[config.mk]
export PLATFORM = sky130hd
export DESIGN_NAME = inst_mem_responder
export DESIGN_NICKNAME = d
export VERILOG_FILES = /design/src/rtl/inst_mem_responder.sv
export SDC_FILE = /design/constraint.sdc
export NUM_CORES = 1
export LEC_CHECK = 0
export BUFFER_PORTS_ARGS = -buffer_cell sky130_fd_sc_hd__buf_2
export CAP_MARGIN = 15
export CORE_MARGIN = 4
export CORE_UTILIZATION = 54
export CTS_CLUSTER_SIZE = 10
export DETAILED_ROUTE_END_ITERATION = 10
export PLACE_DENSITY_LB_ADDON = 0.3
export SYNTH_ARGS = -nofsm -noshare
export SYNTH_HDL_FRONTEND = slang
export SYNTH_SLANG_ARGS = --single-unit
[constraint.sdc]
create_clock -name clk -period 2.6 [get_ports clk]
set_clock_uncertainty 0.2 [all_clocks]
set_input_delay 0.13 -clock clk [delete_from_list [all_inputs] [get_ports clk]]
set_output_delay 0.13 -clock clk [all_outputs]
set_load 0.05 [all_outputs]
[src/rtl/inst_mem_responder.sv]
// inst_mem_responder: serves IF fetches by assembling 4 little-endian byte reads, with a one-word buffer
module inst_mem_responder #(
  parameter int ADDR_W = 32
) (
  input  logic              clk,
  input  logic              rst,
  input  logic              req_valid_i,
  input  logic [ADDR_W-1:0] req_addr_i,
  input  logic              flush_i,
  input  logic              inval_i,
  output logic [31:0]       rdata_o,
  output logic              rdata_valid_o,
  output logic              busy_o,
  output logic              mem_rd_o,
  output logic [ADDR_W-1:0] mem_addr_o,
  input  logic [7:0]        mem_rdata_i,
  input  logic              mem_ready_i
);
  typedef enum logic [1:0] {IDLE, READ, RESP} state_t;
  state_t state, state_n;
  logic [1:0] cnt;
  logic [ADDR_W-1:2] base, buf_addr;
  logic buf_valid;
  logic [31:0] buf_data, asm_q, word;
  logic hit, accept, fill, unused_ok;
  assign unused_ok = &{1'b0, req_addr_i[1:0]};
  always_comb begin
    hit = buf_valid && buf_addr == req_addr_i[ADDR_W-1:2];
    accept = state == IDLE && req_valid_i && !flush_i;
    fill = state == READ && mem_ready_i && cnt == 2'd3 && !flush_i;
    word = {mem_rdata_i, asm_q[23:0]};
    state_n = flush_i ? IDLE : accept ? (hit ? RESP : READ) : fill ? RESP : state == RESP ? IDLE : state;
    mem_rd_o = !rst && state == READ;
    mem_addr_o = mem_rd_o ? {base, cnt} : '0;
    busy_o = !rst && (state == READ || accept);
    rdata_valid_o = !rst && state == RESP;
  end
  always_ff @(posedge clk) begin
    if (rst) begin
      state <= IDLE;
      cnt <= '0;
      buf_valid <= 1'b0;
      buf_addr <= '0;
      buf_data <= '0;
      base <= '0;
      asm_q <= '0;
      rdata_o <= '0;
    end else begin
      state <= state_n;
      if (accept) base <= req_addr_i[ADDR_W-1:2];
      if (flush_i || accept) cnt <= '0;
      else if (state == READ && mem_ready_i) begin
        cnt <= cnt + 2'd1;
        asm_q[{cnt, 3'b000} +: 8] <= mem_rdata_i;
      end
      if (accept && hit) rdata_o <= buf_data;
      if (fill) begin
        rdata_o <= word;
        buf_data <= word;
        buf_addr <= base;
      end
      // invalidate beats a same-cycle fill
      buf_valid <= inval_i ? 1'b0 : fill ? 1'b1 : buf_valid;
    end
  end
endmodule
==> results.json <==
{
  "status": "finished clean",
  "cp_num_buf_inv": 4,
  "period_share_pct": 96.0,
  "clkLatencyLatePin_ns": 0.42,
  "min_path_type": "input port to flop",
  "place.gp.congestion": 0.839,
  "seqPwrFrac_pct": 45.0,
  "slowest_delay_ns": 0.55,
  "post-route-util_pct": 70.4,
  "synth_most_common_cell": "nand2_1",
  "grt_max_degree": 93,
  "hold_viol_final": 0,
  "crit_family": "buffers and inverters",
  "cts_tree": "done",
  "power_leakage_nw": 3.23,
  "synth-edff-count": 0,
  "crit_chain": "dlygate4sd3_1 > buf_2 > xor2_1 > nor4_2 > and4_1 > buf_12 > nand3_1 > a21boi_1 > dlygate4sd3_1",
  "cts_made_buffers": 17,
  "crit_required_ns": 2.77,
  "drt-total-wl_um": 17900,
  "clk_pin_slew_worst_paths_ns": 0.06,
  "yosysWarnings": 0,
  "first_pass_iters": 5,
  "crit_arrival_ns": 2.66,
  "fin_nets": 991,
  "synthArstFlopShare_pct": 0,
  "hold_start": "inval_i",
  "yosysTopAreaCellShare_pct": 45.9,
  "fmax_mhz": 401,
  "htreeDepth": 4,
  "drt_iter0_drc": 496,
  "ant_nets": 0,
  "start_util_pct": 55.4,
  "slew_violations": 0,
  "tightest_slew_ns": 0.562,
  "cp_common_cell": "dlygate4sd3_1",
  "syn_area_sq_um": 6680,
  "r2r.worst_path.cells": 7,
  "viasPerCell": 5.59,
  "path_max_fanout": 33,
  "synth_top_cells_by_count": "216 x nand2_1, 153 x dfxtp_1, 116 x a21oi_1, 56 x clkbuf_1, 37 x nor2_1",
  "core_area_sq_um": 12100,
  "crit_type": "input port to flop",
  "syn_inst": 817,
  "holdPathStages": 3,
  "min_to": "buf_valid",
  "yosysTopAreaCell": "dfxtp_1",
  "num_antenna_cells": 0,
  "grt_pass1_wl_um": 29300,
  "p_sw_w": 0.00116,
  "grt-ovfl-total": 0,
  "fin_cells": 1121,
  "crit_slowest_cell": "dlygate4sd3_1",
  "area_growth_pct": 27.2,
  "numPortBuffers": 110,
  "synth_seq_cells": 153,
  "swShare_pct": 21.9,
  "dp_cells": 1045,
  "fin_crit_ns": 2.50,
  "syn_nets": 868,
  "antenna_found_initial": 0,
  "dpl.hpwl_um": 10800,
  "synth_area_leaders": "dfxtp_1 46%, nand2_1 12%, a21oi_1 8.7%",
  "cts_sinks": 153,
  "track_usage_pct": 25.1,
  "r2r_end": "state[1]",
  "p_per_area_nw_per_um2": 623,
  "cts_buffer_depth": 2,
  "io-pin-count": 113,
  "cts-root-buf": "clkbuf_16",
  "die_w_um": 119,
  "tns_ns": 0,
  "r2r_start": "buf_addr[9]",
  "drive_gt1_share_pct": 21.5,
  "slew-limit-headroom_pct": 62.5,
  "cp-end-kind": "flop",
  "setup_violations": 0,
  "ys_types": 35,
  "p_int_w": 0.00414,
  "vias": 6271,
  "crit_path_start_kind": "input port",
  "p_clk_share_pct": 49.5,
  "post-cts-setup-buffers": 0,
  "p_comb_share_pct": 5.4,
  "wl_per_cell_um": 16.0,
  "drc": 0,
  "fillCellCount": 908,
  "grt_pass1_vias": 6007,
  "synth_ff_type": "dfxtp_1",
  "regToRegSetupSlack_ns": 0.14,
  "synth_seq_area_share_pct": 45.9,
  "rows": 40,
  "maxCapViolCount": 0,
  "die-area_sq_um": 14200,
  "peakVddDrop_v": 0.000460,
  "fp.dieH_um": 119,
  "syn_avg_cell_area_sq_um": 8.17
}
## power by group through the flow
stage / clock [W] / sequential [W] / combinational, W
2_1_floorplan: 0 / 0.00243 / 0.000127
3_5_place_dp: 0 / 0.00244 / 0.000228
3_3_place_gp: 0 / 0.00244 / 0.000225
4_1_cts: 0.00264 / 0.00238 / 0.000278
6_report: 0.00262 / 0.00238 / 0.000287
5_1_grt: 0.00273 / 0.00239 / 0.000307
## stage by stage
| stage | power [W] | setup slack (ns) | instance area (sq um) | hold slack, ns |
|---|---|---|---|---|
| 6_report | 0.00529 | 0.105 | 8490 | 0.228 |
| 4_1_cts | 0.00530 | 0.0509 | 8460 | 0.206 |
| 5_1_grt | 0.00543 | -0.00299 | 8490 | 0.233 |
| 3_5_place_dp | 0.00266 | 0.234 | 7390 | 0.123 |
| 2_1_floorplan | 0.00256 | 0.326 | 6680 | 0.00679 |
| 3_3_place_gp | 0.00266 | 0.305 | 7390 | 0.116 |
## registers in the layout, indices dropped and copies added, names as in the netlist
register / count
cnt: 2
buf_valid: 1
asm_q: 24
rdata_o: 32
base: 30
buf_addr: 30
state: 2
buf_data: 32
## logic make-up after synthesis
kind of cell               Yosys count  synth area share, %
muxes                                1                0.150
and+or+nand+nor                    371                 25.3
adders and majority gates            5                0.937
xor gates and xnor gates            31                 4.07
AOI/OAI and AO/OA                  183                 19.0
DFF                                153                 45.9
buffers and inverters               73                 4.63
## placed cells by master, fill, tap and decap left out, drive strengths merged, types with 6 or more instances in the layout
| master | Yosys | routed |
|---|---|---|
| nand2 | 216 | 216 |
| dfxtp | 153 | 153 |
| buf | 15 | 131 |
| a21oi | 116 | 116 |
| dlygate4sd3 | 0 | 44 |
| nor2 | 38 | 38 |
| nand4 | 36 | 36 |
| and2 | 36 | 36 |
| a311oi | 32 | 32 |
| o31ai | 32 | 32 |
| nand3 | 26 | 26 |
| clkbuf | 56 | 20 |
| xor2 | 16 | 16 |
| xnor2 | 15 | 15 |
| clkinv | 0 | 6 |
## how the worst max path moves through the flow
stage,startpoint,cells after the start,slack [ns],end
2_1_floorplan,state[0],3,0.33,busy_o
3_3_place_gp,buf_addr[6],6,0.31,rdata_o[31]
3_5_place_dp,buf_addr[6],6,0.23,rdata_o[31]
4_1_cts,req_addr_i[6],9,0.05,state[1]
5_1_grt,req_addr_i[9],9,-0.003,state[1]
6_report,req_addr_i[9],9,0.10,state[1]
## worst min-delay path, stage by stage
cell	delay, ns
dlygate4sd3_1	0.52
buf_2	0.11
nor3_1	0.04
## repair_timing
action                                  CTS  global route
resized for setup                         0             6
hold endpoints to repair                 82             0
hold buffers                             44             0
endpoints found under the setup margin    0             1
## final cells by class
class	count	area, sq um	area share [%]
multi-input combinational	591	3360	39.6
sequential	153	3060	36.1
timing repair buffer	175	1220	14.4
clock buffer	20	457	5.38
tap	168	210	2.47
clock inverter	12	173	2.03
inverter	2	7.51	0.0884
## metal layers
layer	vias to the layer above	track usage, %	part of all wire (%)
met5	-	0	0
met4	0	8.98	2.0
met2	226	41.9	49
met3	29	5.51	6.4
li1	3067	-	-
met1	2949	32.0	43
Note: power is estimated with default switching activity, not from simulation.
